--- src/rtl/mem_dump_pkg.sv ---
// ============================================================================
// Module : mem_dump_pkg
// Brief  : Shared states and UART frame constants for the memory dumper.
// Rev    : 1.0 - initial release
// ============================================================================
`default_nettype none

package mem_dump_pkg;

    typedef enum logic [2:0] {
        S_IDLE  = 3'd0,
        S_REQ   = 3'd1,
        S_START = 3'd2,
        S_DATA  = 3'd3,
        S_STOP  = 3'd4,
        S_NEXT  = 3'd5,
        S_DONE  = 3'd6
    } state_t;

    localparam int c_START_BITS     = 1;
    localparam int c_DATA_BITS      = 8;
    localparam int c_STOP_BITS      = 1;
    localparam int c_BYTES_PER_WORD = 4;

endpackage

`default_nettype wire

--- src/rtl/mem_dump_tx_uart.sv ---
// ============================================================================
// Module : uart_tx_byte
// Brief  : 8N1 byte transmitter; accepts a new byte on the final stop cycle.
// Rev    : 1.0 - initial release
// ============================================================================
`default_nettype none

module uart_tx_byte
    import mem_dump_pkg::*;
#(
    parameter int CLKS_PER_BIT = 868
) (
    input  logic                   clk,
    input  logic                   rst,
    input  logic                   i_start,
    input  logic [c_DATA_BITS-1:0] i_data,
    output logic                   o_ready,
    output logic                   o_txd
);

    localparam logic [15:0] c_CNT_MAX    = 16'(CLKS_PER_BIT - 1);
    localparam logic [3:0]  c_START_LAST = 4'(c_START_BITS - 1);
    localparam logic [3:0]  c_DATA_LAST  = 4'(c_START_BITS + c_DATA_BITS - 1);
    localparam logic [3:0]  c_LAST_SLOT  = 4'(c_START_BITS + c_DATA_BITS + c_STOP_BITS - 1);

    state_t                 r_state, w_state_nxt;
    logic [15:0]            r_cnt, w_cnt_nxt;
    logic [3:0]             r_slot, w_slot_nxt;
    logic [c_DATA_BITS-1:0] r_shift, w_shift_nxt;
    logic                   r_txd, w_txd_nxt;
    logic                   w_bit_end;

    assign w_bit_end = (r_cnt == c_CNT_MAX);
    // Ready on the last stop cycle lets the next frame follow with no gap.
    assign o_ready   = (r_state == S_IDLE) ||
                       ((r_state == S_STOP) && w_bit_end && (r_slot == c_LAST_SLOT));
    assign o_txd     = r_txd;

    always_ff @(posedge clk) begin
        if (rst) begin
            r_state <= S_IDLE;
            r_cnt   <= '0;
            r_slot  <= '0;
            r_shift <= '0;
            r_txd   <= 1'b1;
        end else begin
            r_state <= w_state_nxt;
            r_cnt   <= w_cnt_nxt;
            r_slot  <= w_slot_nxt;
            r_shift <= w_shift_nxt;
            r_txd   <= w_txd_nxt;
        end
    end

    always_comb begin
        w_state_nxt = r_state;
        w_cnt_nxt   = w_bit_end ? 16'd0 : r_cnt + 16'd1;
        w_slot_nxt  = w_bit_end ? r_slot + 4'd1 : r_slot;
        w_shift_nxt = r_shift;
        w_txd_nxt   = r_txd;
        case (r_state)
            S_IDLE: begin
                w_cnt_nxt  = '0;
                w_slot_nxt = '0;
                w_txd_nxt  = 1'b1;
            end
            S_START: begin
                if (w_bit_end && (r_slot == c_START_LAST)) begin
                    w_state_nxt = S_DATA;
                    w_txd_nxt   = r_shift[0];
                end
            end
            S_DATA: begin
                if (w_bit_end) begin
                    w_shift_nxt = r_shift >> 1;
                    w_txd_nxt   = r_shift[1];
                    if (r_slot == c_DATA_LAST) begin
                        w_state_nxt = S_STOP;
                        w_txd_nxt   = 1'b1;
                    end
                end
            end
            S_STOP: begin
                w_txd_nxt = 1'b1;
                if (w_bit_end && (r_slot == c_LAST_SLOT)) begin
                    w_state_nxt = S_IDLE;
                    w_slot_nxt  = '0;
                end
            end
            default: begin
                w_state_nxt = S_IDLE;
                w_txd_nxt   = 1'b1;
            end
        endcase
        if (i_start && o_ready) begin
            w_state_nxt = S_START;
            w_txd_nxt   = 1'b0;
            w_shift_nxt = i_data;
            w_cnt_nxt   = '0;
            w_slot_nxt  = '0;
        end
    end

endmodule

`default_nettype wire

--- src/rtl/mem_dump_tx.sv ---
// ============================================================================
// Module : mem_dump_tx
// Brief  : On core_end rising, reads a RAM window and streams it out over UART.
// Rev    : 1.0 - initial release
// ============================================================================
`default_nettype none

module mem_dump_tx
    import mem_dump_pkg::*;
#(
    parameter int          CLKS_PER_BIT = 868,
    parameter logic [31:0] DUMP_BASE    = 32'h0000_0000,
    parameter int          DUMP_WORDS   = 256
) (
    input  logic        clk,
    input  logic        rst,
    input  logic        core_end,
    output logic        memread_io,
    output logic [31:0] addr_io,
    input  logic        data_ready_io,
    input  logic [31:0] data_from_memory_io,
    output logic        txd,
    output logic        busy,
    output logic        done
);

    localparam logic [1:0]  c_LAST_BYTE = 2'(c_BYTES_PER_WORD - 1);
    localparam logic [15:0] c_WORDS     = 16'(DUMP_WORDS);

    state_t      r_state, w_state_nxt;
    logic        r_core_prev, r_armed;
    logic [15:0] r_index;
    logic [31:0] r_addr;
    logic        r_memread, r_busy, r_done;
    logic [23:0] r_word;
    logic [1:0]  r_byte;

    logic        w_rise, w_accept, w_more_bytes, w_tx_start, w_tx_ready, w_last_word;
    logic [7:0]  w_tx_data;
    logic [15:0] w_index_nxt;

    // r_armed keeps a level already high at reset release from counting as an edge.
    assign w_rise       = core_end & ~r_core_prev & r_armed;
    assign w_accept     = (r_state == S_REQ) && data_ready_io;
    assign w_more_bytes = (r_state == S_START) && w_tx_ready && (r_byte != c_LAST_BYTE);
    assign w_tx_start   = w_accept || w_more_bytes;
    assign w_tx_data    = w_accept ? data_from_memory_io[7:0] : r_word[7:0];
    assign w_index_nxt  = r_index + 16'd1;
    assign w_last_word  = (w_index_nxt == c_WORDS);

    assign memread_io = r_memread;
    assign addr_io    = r_addr;
    assign busy       = r_busy;
    assign done       = r_done;

    uart_tx_byte #(
        .CLKS_PER_BIT(CLKS_PER_BIT)
    ) u_tx (
        .clk    (clk),
        .rst    (rst),
        .i_start(w_tx_start),
        .i_data (w_tx_data),
        .o_ready(w_tx_ready),
        .o_txd  (txd)
    );

    always_ff @(posedge clk) begin
        if (rst) r_state <= S_IDLE;
        else     r_state <= w_state_nxt;
    end

    // S_START here spans the whole byte frame; bit phases live in uart_tx_byte.
    always_comb begin
        w_state_nxt = r_state;
        case (r_state)
            S_IDLE:  if (w_rise) w_state_nxt = S_REQ;
            S_REQ:   if (data_ready_io) w_state_nxt = S_START;
            S_START: if (w_tx_ready && (r_byte == c_LAST_BYTE)) w_state_nxt = S_NEXT;
            S_NEXT:  w_state_nxt = w_last_word ? S_DONE : S_REQ;
            S_DONE:  w_state_nxt = S_DONE;
            default: w_state_nxt = S_IDLE;
        endcase
    end

    always_ff @(posedge clk) begin
        if (rst) begin
            r_core_prev <= 1'b0;
            r_armed     <= 1'b0;
            r_index     <= '0;
            r_addr      <= '0;
            r_memread   <= 1'b0;
            r_busy      <= 1'b0;
            r_done      <= 1'b0;
            r_word      <= '0;
            r_byte      <= '0;
        end else begin
            r_core_prev <= core_end;
            if (!core_end) r_armed <= 1'b1;
            case (r_state)
                S_IDLE: begin
                    if (w_rise) begin
                        r_index   <= '0;
                        r_addr    <= DUMP_BASE;
                        r_memread <= 1'b1;
                        r_busy    <= 1'b1;
                    end
                end
                S_REQ: begin
                    if (data_ready_io) begin
                        r_memread <= 1'b0;
                        r_word    <= data_from_memory_io[31:8];
                        r_byte    <= '0;
                    end
                end
                S_START: begin
                    if (w_more_bytes) begin
                        r_byte <= r_byte + 2'd1;
                        r_word <= {8'h00, r_word[23:8]};
                    end
                end
                S_NEXT: begin
                    r_index <= w_index_nxt;
                    if (w_last_word) begin
                        r_busy <= 1'b0;
                        r_done <= 1'b1;
                    end else begin
                        r_memread <= 1'b1;
                        r_addr    <= r_addr + 32'd4;
                    end
                end
                default: ;
            endcase
        end
    end

endmodule

`default_nettype wire
--- config.mk ---
export PLATFORM = sky130hd
export DESIGN_NAME = mem_dump_tx
export DESIGN_NICKNAME = d
export VERILOG_FILES = /design/src/rtl/mem_dump_pkg.sv /design/src/rtl/mem_dump_tx_uart.sv /design/src/rtl/mem_dump_tx.sv
export SDC_FILE = /design/constraint.sdc
export NUM_CORES = 1
export LEC_CHECK = 0
export CORE_MARGIN = 1.5
export CORE_UTILIZATION = 45
export CTS_BUF_LIST = sky130_fd_sc_hd__clkbuf_16
export CTS_CLUSTER_DIAMETER = 60
export DETAILED_ROUTE_END_ITERATION = 10
export GPL_TIMING_DRIVEN = 0
export PLACE_DENSITY = 0.67
export SLEW_MARGIN = 20
export SYNTH_ARGS = -nofsm -noshare
export SYNTH_HDL_FRONTEND = slang
export SYNTH_SLANG_ARGS = --single-unit
--- constraint.sdc ---
create_clock -name clk -period 5 [get_ports clk]
set_clock_uncertainty 0.15 [all_clocks]
set_input_delay 1 -clock clk [delete_from_list [all_inputs] [get_ports clk]]
set_output_delay 1 -clock clk [all_outputs]
set_load 0.005 [all_outputs]
==> impl_metrics.env, run 1 <==
export IMPL_status="completed"
export IMPL_worstSetupPathType="reg2reg"
export IMPL_cts_setup_buffers=0
export IMPL_root_buffer="clkbuf_16"
export IMPL_maxCapViolations=0
export IMPL_finalSetupViolations=0
export IMPL_async_flop_share_pct=0
export IMPL_pre_cts_ws_ns=1.38
export IMPL_power_leakage_nw=2.28
export IMPL_slew_headroom_pct=33.8
export IMPL_hold_viol=0
export IMPL_grt_pass1_wl_um=24700
export IMPL_dieArea_um2=13300
export IMPL_startpoint_type="flop"
export IMPL_detail_route_iter0_violations=409
export IMPL_placedCellCount=950
export IMPL_p_sw_share_pct=25.8
export IMPL_yosysWarnings=0
export IMPL_synth_cells=712
export IMPL_instances_no_fill=966
export IMPL_layout_drive_gt1_share_pct=5.51
export IMPL_rsz0062_at_grt="false"
export IMPL_hold_class="reg2reg"
export IMPL_tritoncts_num_buffers=9
export IMPL_fp_dieW_um=115
export IMPL_cp_max_fo=10
export IMPL_endpoint_kind="flop"
export IMPL_clkPwrFrac_pct=36.9
export IMPL_regArea_um2=2240
export IMPL_synthFlopType="dfxtp_1"
export IMPL_synth_cell_type_count=61
export IMPL_gp_congestion=0.859
export IMPL_routedWlPerCell_um=15.5
export IMPL_tns_ns=0
export IMPL_cts_hold_buf=0
export IMPL_grt_max_degree=18
export IMPL_grtUsageTotal_pct=23.3
export IMPL_fmax_ghz=0.294
export IMPL_postSynthRegisterBits=112
export IMPL_p_comb_share_pct=11.1
export IMPL_diodes=0
export IMPL_syn2layout_area_growth_pct=20.6
export IMPL_num_fill_cells=1109
export IMPL_hold_slack_ns=0.309
export IMPL_port_buffers=69
export IMPL_mostFrequentLayoutCells="112 x dfxtp_1, 102 x nand2_1, 87 x nor2_1, 69 x clkdlybuf4s50_1, 68 x a21oi_1"
export IMPL_switchingPower_mw=0.463
export IMPL_htreeDepth=3
export IMPL_clkTransAtPathRegs_ns=0.07
export IMPL_p_int_mw=1.33
export IMPL_core_area_um2=12200
export IMPL_fin_crit_ns=3.40
export IMPL_yosysTopAreaCell="dfxtp_1"
export IMPL_seqPwrFrac_pct=52.0
export IMPL_ctsResizeCount=0
export IMPL_grt_pass1_vias=5190
export IMPL_cts_tree="built"
export IMPL_route_detailed_drc=0
export IMPL_avgSynthCellArea_um2=7.97
export IMPL_viasPerCell=5.72
export IMPL_peakVddDrop_uv=180
export IMPL_overflow=0
export IMPL_arrival_ns=3.50
export IMPL_drt_pass1_iter_count=6
export IMPL_clkSinkCount=112
export IMPL_crit_required_ns=5.10
export IMPL_antenna_found_initial=0
export IMPL_num_vias=5522
export IMPL_drt_wl_total_um=15000
export IMPL_synth_area_top_cells="dfxtp_1 39%, nand2_1 6.7%, a21oi_1 6.0%, nor2_1 5.8%, a311oi_1 2.8%"
export IMPL_nets=837
export IMPL_syn_area_um2=5680
export IMPL_p_total_mw=1.79
export IMPL_ant_nets=0
export IMPL_multi_input_area_um2=3140
export IMPL_initial_core_util_pct=46.7
export IMPL_fin_ws_ns=1.60
export IMPL_yosysSeqAreaShare_pct=39.5
export IMPL_io_pins=72
export IMPL_die_h_um=115
export IMPL_p_per_area_nw_per_um2=262
export IMPL_worst_pin_slew_ns=0.985
export IMPL_synth_edf_count=0
export IMPL_worstSkewPairLatency_ns=0.35
export IMPL_final_period_utilization_pct=68.0
export IMPL_rows=40
export IMPL_dp_final_hpwl_um=10800
export IMPL_netlist_area_leader_share_pct=39.5
export IMPL_mostFrequentLayoutCell="dfxtp_1"
export IMPL_cts_path_max_buffers=2
export IMPL_drv_slew=0
[Yosys cell counts, types with 11 or more instances]
| library cell | instances |
|---|---|
| or4_1 | 17 |
| nand4_1 | 19 |
| dfxtp_1 | 112 |
| o31ai_1 | 17 |
| clkbuf_1 | 27 |
| xnor2_1 | 11 |
| or3_1 | 14 |
| o21ai_0 | 11 |
| nand2_1 | 102 |
| nand3_1 | 28 |
| nor2_1 | 87 |
| a311oi_1 | 18 |
| xor2_1 | 11 |
| nor3_1 | 19 |
| a21oi_1 | 68 |
| inv_1 | 12 |
[worst max-delay path: stages, from the launching register on]
cell and delay (ns):
dfxtp_1 0.48, ha_1 0.35, nand4_2 0.23, nor3_1 0.49, nand4_1 0.19, a2111o_1 0.55
o21ai_4 0.28, buf_6 0.19, buf_6 0.16, nor3_1 0.07, o21a_1 0.16
[stage by stage]
step | util [%] | area, um2
floorplan | - | 5680
global placement | 54.1 | 6580
detailed placement | 54.1 | 6580
CTS | 56.3 | 6850
global route | 56.3 | 6850
finish | 56.3 | 6850
[registers in the layout (all words and copies together) (netlist names), 2 cells and up]
register / count
r_index: 16
r_state: 3
u_tx.r_slot: 4
u_tx.r_state: 3
u_tx.r_shift: 8
r_byte: 2
addr_io: 30
u_tx.r_cnt: 16
r_word: 24
[power groups by stage]
stage | Combinational (mW) | Sequential (mW) | Clock [mW]
5_1_grt | 0.220 | 0.935 | 0.718
4_1_cts | 0.199 | 0.932 | 0.679
3_3_place_gp | 0.194 | 0.952 | 0
3_5_place_dp | 0.197 | 0.953 | 0
6_report | 0.199 | 0.932 | 0.663
2_1_floorplan | 0.123 | 0.948 | 0
[area by class of cell]
type	count	share of cell area [%]
Timing Repair Buffer	69	10.1
Inverter	12	0.658
Clock buffer	9	3.29
Buffer	48	3.64
Clock inverter	7	0.585
Multi-Input combinational cell	541	45.9
Tap cell	168	3.07
Sequential cell	112	32.7
[metal layers]
| metal | vias up | track usage [%] | part of all wire [%] |
|---|---|---|---|
| li1 | 2734 | - | - |
| met1 | 2615 | 31.0 | 47 |
| met2 | 146 | 37.9 | 46 |
| met3 | 27 | 4.27 | 4.8 |
| met4 | 0 | 8.40 | 2.0 |
| met5 | - | 0 | 0 |
[kinds of logic (layout without fill, tap and decap cells)]
family,Yosys count,count (layout),share of synthesized area (%)
compound gates,163,163,18.7
fa+ha+maj,8,8,1.76
simple gates,340,340,30.3
other cells,1,2,0.0661
xor+xnor,22,22,3.39
mux,6,6,1.06
buf+inv,60,145,5.18
flops,112,112,39.5
[path summary, 6_finish.rpt]
| kind | from | endpoint | slack (ns) | cells past startpoint |
|---|---|---|---|---|
| min reg2reg | r_word[20] | r_word[20] | 0.31 | 2 |
| min | r_word[20] | r_word[20] | 0.31 | 2 |
| max reg2reg | r_index[1] | addr_io[22] | 1.60 | 10 |
| max | r_index[1] | addr_io[22] | 1.60 | 10 |
Power figures use the tool's default switching activity.
==> run 2, diff against run 1 <==
==> constraint.sdc (replaced) <==
create_clock -name clk -period 3.3 [get_ports clk]
set_clock_uncertainty 0.15 [all_clocks]
set_input_delay 0.66 -clock clk [delete_from_list [all_inputs] [get_ports clk]]
set_output_delay 0.66 -clock clk [all_outputs]
set_load 0.005 [all_outputs]
==> impl_metrics.env, run 2 (synthesis results as in run 1) <==
export IMPL_status="completed"
export IMPL_cts_hold_buf=0
export IMPL_p_comb_share_pct=11.1
export IMPL_io_pins=72
export IMPL_tns_ns=0
export IMPL_die_h_um=115
export IMPL_mostFrequentLayoutCell="dfxtp_1"
export IMPL_rows=40
export IMPL_tritoncts_num_buffers=9
export IMPL_seqPwrFrac_pct=51.9
export IMPL_overflow=0
export IMPL_drt_pass1_iter_count=6
export IMPL_grt_max_degree=18
export IMPL_largest_register_ffs=30
export IMPL_diodes=0
export IMPL_switchingPower_mw=0.704
export IMPL_syn2layout_area_growth_pct=21.1
export IMPL_maxCapViolations=0
export IMPL_clkPwrFrac_pct=37.0
export IMPL_p_per_area_nw_per_um2=396
export IMPL_initial_core_util_pct=46.7
export IMPL_rsz0062_at_grt="true"
export IMPL_startpoint_type="flop"
export IMPL_instances_no_fill=967
export IMPL_reg2regPathDepth=10
export IMPL_final_period_utilization_pct=92.8
export IMPL_routedWlPerCell_um=15.5
export IMPL_fin_ws_ns=0.239
export IMPL_hold_slack_ns=0.309
export IMPL_worst_pin_slew_ns=0.954
export IMPL_detail_route_iter0_violations=474
export IMPL_crit_required_ns=3.40
export IMPL_r2r_start="r_index[1]"
export IMPL_r2r_slack_ns=0.24
export IMPL_fp_dieW_um=115
export IMPL_grt_pass1_vias=5190
export IMPL_fin_crit_ns=3.06
export IMPL_placedCellCount=950
export IMPL_root_buffer="clkbuf_16"
export IMPL_cp_max_fo=10
export IMPL_grt_pass1_wl_um=24700
export IMPL_holdPathEnd="r_word[19]"
export IMPL_finalSetupViolations=0
export IMPL_cts_path_max_buffers=2
export IMPL_clkSinkCount=112
export IMPL_gp_congestion=0.859
export IMPL_pre_cts_ws_ns=-0.0339
export IMPL_min_from="r_word[19]"
export IMPL_p_sw_share_pct=25.9
export IMPL_port_buffers=69
export IMPL_hold_depth=2
export IMPL_hold_class="reg2reg"
export IMPL_fmax_ghz=0.327
export IMPL_core_area_um2=12200
export IMPL_mostFrequentLayoutCells="111 x dfxtp_1, 102 x nand2_1, 87 x nor2_1, 69 x clkdlybuf4s50_1, 67 x a21oi_1"
export IMPL_dp_final_hpwl_um=10800
export IMPL_peakVddDrop_uv=276
export IMPL_drt_wl_total_um=14900
export IMPL_hold_viol=0
export IMPL_place_area_um2=6580
export IMPL_slew_headroom_pct=35.9
export IMPL_num_vias=5521
export IMPL_worstSkewPairLatency_ns=0.35
export IMPL_route_detailed_drc=0
export IMPL_cts_tree="built"
export IMPL_drv_slew=0
export IMPL_arrival_ns=3.16
export IMPL_ant_nets=0
export IMPL_worstSetupPathType="reg2reg"
export IMPL_timing_rr_end="addr_io[22]"
export IMPL_endpoint_kind="flop"
export IMPL_nets=838
export IMPL_htreeDepth=3
export IMPL_antenna_found_initial=0
export IMPL_layout_drive_gt1_share_pct=6.13
export IMPL_fin_util_pct=56.5
export IMPL_grtUsageTotal_pct=23.3
export IMPL_power_leakage_nw=2.30
export IMPL_finalInstanceArea_um2=6870
export IMPL_p_total_mw=2.72
export IMPL_dieArea_um2=13300
export IMPL_clkTransAtPathRegs_ns=0.07
export IMPL_p_int_mw=2.02
export IMPL_viasPerCell=5.71
run 2: area by class of cell:
type | count | area [um2]
Buffer | 48 | 249
Clock buffer | 9 | 225
Clock inverter | 7 | 40.0
Fill cell | 1109 | 5290
Inverter | 12 | 45.0
Multi-Input combinational cell | 541 | 3160
Sequential cell | 112 | 2240
Tap cell | 168 | 210
Timing Repair Buffer | 70 | 698
run 2: power groups by stage:
stage,clock network [mW],logic [mW],registers [mW]
2_1_floorplan,0,0.187,1.44
3_3_place_gp,0,0.294,1.44
3_5_place_dp,0,0.299,1.44
4_1_cts,1.03,0.301,1.41
5_1_grt,1.09,0.336,1.42
6_report,1.01,0.302,1.41
run 2: worst max path at each step:
stage                   from               to  slack (ns)
2_1_floorplan     r_index[1]      addr_io[22]        0.52
3_3_place_gp        core_end      addr_io[26]        0.03
3_5_place_dp      r_index[1]      addr_io[22]       -0.03
4_1_cts           r_index[1]      addr_io[22]        0.06
5_1_grt        u_tx.r_cnt[9]  u_tx.r_shift[2]       -0.03
6_report          r_index[1]      addr_io[22]        0.24
run 2: repair_timing:
action | in CTS | in global routing
gates resized for setup | 2 | 3
pin swaps | 0 | 1
endpoints found under the setup margin | 12 | 42
setup buffers | 0 | 1
run 2: metal layers:
layer	track usage [%]	vias up	wire [um]
li1	-	2737	-
met1	31.0	2601	7000
met2	37.9	161	6900
met3	4.27	22	799
met4	8.40	0	246
met5	0	-	0
run 2: critical path, cell delays in order (launching register included):
cell,delay (ns)
dfxtp_2,0.41
ha_2,0.28
nand4_2,0.25
nor4_4,0.32
mux2i_1,0.18
a2111o_1,0.51
o21ai_4,0.28
buf_6,0.19
buf_6,0.16
nor3_1,0.07
o21a_1,0.16
==> run 3, diff against run 2 <==
--- a/config.mk
+++ b/config.mk
@@ -5,13 +5,14 @@
 export SDC_FILE = /design/constraint.sdc
 export NUM_CORES = 1
 export LEC_CHECK = 0
+export ABC_AREA = 1
 export CORE_MARGIN = 1.5
 export CORE_UTILIZATION = 45
 export CTS_BUF_LIST = sky130_fd_sc_hd__clkbuf_16
 export CTS_CLUSTER_DIAMETER = 60
 export DETAILED_ROUTE_END_ITERATION = 10
 export GPL_TIMING_DRIVEN = 0
-export PLACE_DENSITY = 0.67
+export PLACE_DENSITY = 0.66
 export SLEW_MARGIN = 20
 export SYNTH_ARGS = -nofsm -noshare
 export SYNTH_HDL_FRONTEND = slang
==> impl_metrics.env, run 3 <==
export IMPL_status="completed"
export IMPL_mostFrequentLayoutCells="213 x nand2_1, 128 x nor2_1, 112 x dfxtp_1, 81 x nand3_1, 72 x inv_1"
export IMPL_min_from="u_tx.r_cnt[0]"
export IMPL_nets=1024
export IMPL_ant_nets=0
export IMPL_route_detailed_drc=0
export IMPL_yosysSeqAreaShare_pct=36.5
export IMPL_overflow=0
export IMPL_mostFrequentLayoutCell="nand2_1"
export IMPL_reg2regPathDepth=11
export IMPL_die_h_um=120
export IMPL_pre_cts_ws_ns=0.425
export IMPL_core_area_um2=13300
export IMPL_htreeDepth=3
export IMPL_postSynthRegisterBits=112
export IMPL_endpoint_kind="flop"
export IMPL_p_total_mw=3.05
export IMPL_holdPathEnd="u_tx.r_cnt[0]"
export IMPL_synthFlopType="dfxtp_1"
export IMPL_cp_max_fo=10
export IMPL_timing_rr_end="u_tx.r_cnt[9]"
export IMPL_r2r_start="r_state[2]"
export IMPL_ctsResizeCount=0
export IMPL_hold_class="reg2reg"
export IMPL_avgSynthCellArea_um2=6.83
export IMPL_fin_crit_ns=2.53
export IMPL_synth_top_cells_by_count="213 x nand2_1, 128 x nor2_1, 112 x dfxtp_1, 81 x nand3_1, 72 x inv_1"
export IMPL_crit_required_ns=3.44
export IMPL_finalInstanceArea_um2=7330
export IMPL_fin_ws_ns=0.772
export IMPL_drv_slew=0
export IMPL_grt_pass1_wl_um=26500
export IMPL_root_buffer="clkbuf_16"
export IMPL_dp_final_hpwl_um=11600
export IMPL_synth_most_common_cell="nand2_1"
export IMPL_grt_pass1_vias=5397
export IMPL_io_pins=72
export IMPL_r2r_slack_ns=0.84
export IMPL_clkTransAtPathRegs_ns=0.08
export IMPL_detail_route_iter0_violations=343
export IMPL_cts_hold_buf=0
export IMPL_antenna_found_initial=0
export IMPL_syn2layout_area_growth_pct=19.3
export IMPL_largest_register_ffs=30
export IMPL_synth_edf_count=0
export IMPL_place_area_um2=7050
export IMPL_hold_slack_ns=0.307
export IMPL_peakVddDrop_uv=370
export IMPL_worstSkewPairLatency_ns=0.36
export IMPL_port_buffers=68
export IMPL_layout_drive_gt1_share_pct=7.51
export IMPL_fmax_ghz=0.396
export IMPL_cts_path_max_buffers=2
export IMPL_yosysWarnings=0
export IMPL_async_flop_share_pct=0
export IMPL_diodes=0
export IMPL_syn_area_um2=6150
export IMPL_tns_ns=0
export IMPL_hold_depth=1
export IMPL_tritoncts_num_buffers=9
export IMPL_clkSinkCount=112
export IMPL_grt_max_degree=20
export IMPL_slew_headroom_pct=53.4
export IMPL_rsz0062_at_grt="false"
export IMPL_power_leakage_nw=2.60
export IMPL_drt_wl_total_um=15900
export IMPL_fp_dieW_um=120
export IMPL_drt_pass1_iter_count=5
export IMPL_synth_cells=900
export IMPL_worst_pin_slew_ns=0.699
export IMPL_netlist_area_leader_share_pct=36.5
export IMPL_cts_tree="built"
export IMPL_grtUsageTotal_pct=22.9
export IMPL_dieArea_um2=14400
export IMPL_p_per_area_nw_per_um2=416
export IMPL_maxCapViolations=0
export IMPL_startpoint_type="input port"
export IMPL_num_vias=5969
export IMPL_placedCellCount=1145
export IMPL_gp_congestion=0.899
export IMPL_finalSetupViolations=0
export IMPL_worstSetupPathType="in2reg"
export IMPL_synth_area_top_cells="dfxtp_1 36%, nand2_1 13%, nor2_1 7.8%, nand3_1 6.6%, a21oi_1 5.3%"
export IMPL_instances_no_fill=1161
export IMPL_fin_util_pct=55.1
export IMPL_arrival_ns=2.67
export IMPL_yosysTopAreaCell="dfxtp_1"
export IMPL_final_period_utilization_pct=76.6
export IMPL_routedWlPerCell_um=13.7
export IMPL_viasPerCell=5.14
export IMPL_rows=42
export IMPL_synth_cell_type_count=42
export IMPL_hold_viol=0
export IMPL_cts_setup_buffers=0
export IMPL_initial_core_util_pct=46.2
## run 3: cell count changes after synthesis, sizes merged, moves of 8 or more
cell and delta:
nand2 +114, o31ai -17, o21ai +9, a311oi -18
xor2 +8, clkbuf -8, nand3 +56, or3 -14
and3 -8, nor2 +50, and4 -8, inv +66
or4 -18
## run 3: kinds of logic (layout without fill, tap and decap cells)
logic type                 count (synthesis)  in the layout  share of synthesized area [%]
DFF                                      112            112                           36.5
adders and majority gates                  8              8                           1.63
AOI/OAI and AO/OA                        128            128                           12.3
buffers and inverters                    116            200                           7.76
xor gates and xnor gates                  30             30                           4.28
muxes                                     15             15                           2.59
and+or+nand+nor                          490            490                           34.9
other                                      1              2                         0.0610
## run 3: worst max-delay path by stage
stage | depth (start not counted) | to | startpoint
final | 11 | addr_io[16] | core_end
after global routing | 11 | u_tx.r_cnt[9] | r_state[2]
after CTS | 11 | addr_io[16] | core_end
after detailed placement | 11 | addr_io[15] | core_end
after global placement | 11 | addr_io[16] | core_end
after floorplan | 14 | addr_io[16] | r_index[0]
## run 3: power by group
part           leakage [nW]  internal [mW]  switching [mW]
clock network         0.141          0.522           0.541
logic                  1.56          0.200           0.294
registers             0.905           1.44          0.0509
total                  2.60           2.17           0.886
## run 3: layout make-up
type | instances | area [um2]
repair buffers | 68 | 681
fillers | 1354 | 5970
clock buffers | 9 | 225
inverters | 79 | 297
plain buffers | 37 | 180
clock inverters | 7 | 53.8
well taps | 176 | 220
flip-flops and latches | 112 | 2240
multi-input cells | 673 | 3430
## run 3: worst max-delay path: stages
cell             delay [ns]
clkdlybuf4s50_1        0.49
inv_1                  0.08
nor2_1                 0.08
nand2_1                0.08
nor2_1                 0.16
nor2_1                 0.16
inv_1                  0.15
buf_2                  0.24
buf_2                  0.28
nand3_1                0.13
a21oi_2                0.15
## run 3: layer usage
metal  wire length, um  vias up  global-route usage (%)
li1                  -     3111                       -
met1              7770     2690                    32.1
met3               823       21                    4.90
met5                 0        -                       0
met2              7040      147                    35.6
met4               274        0                    6.18
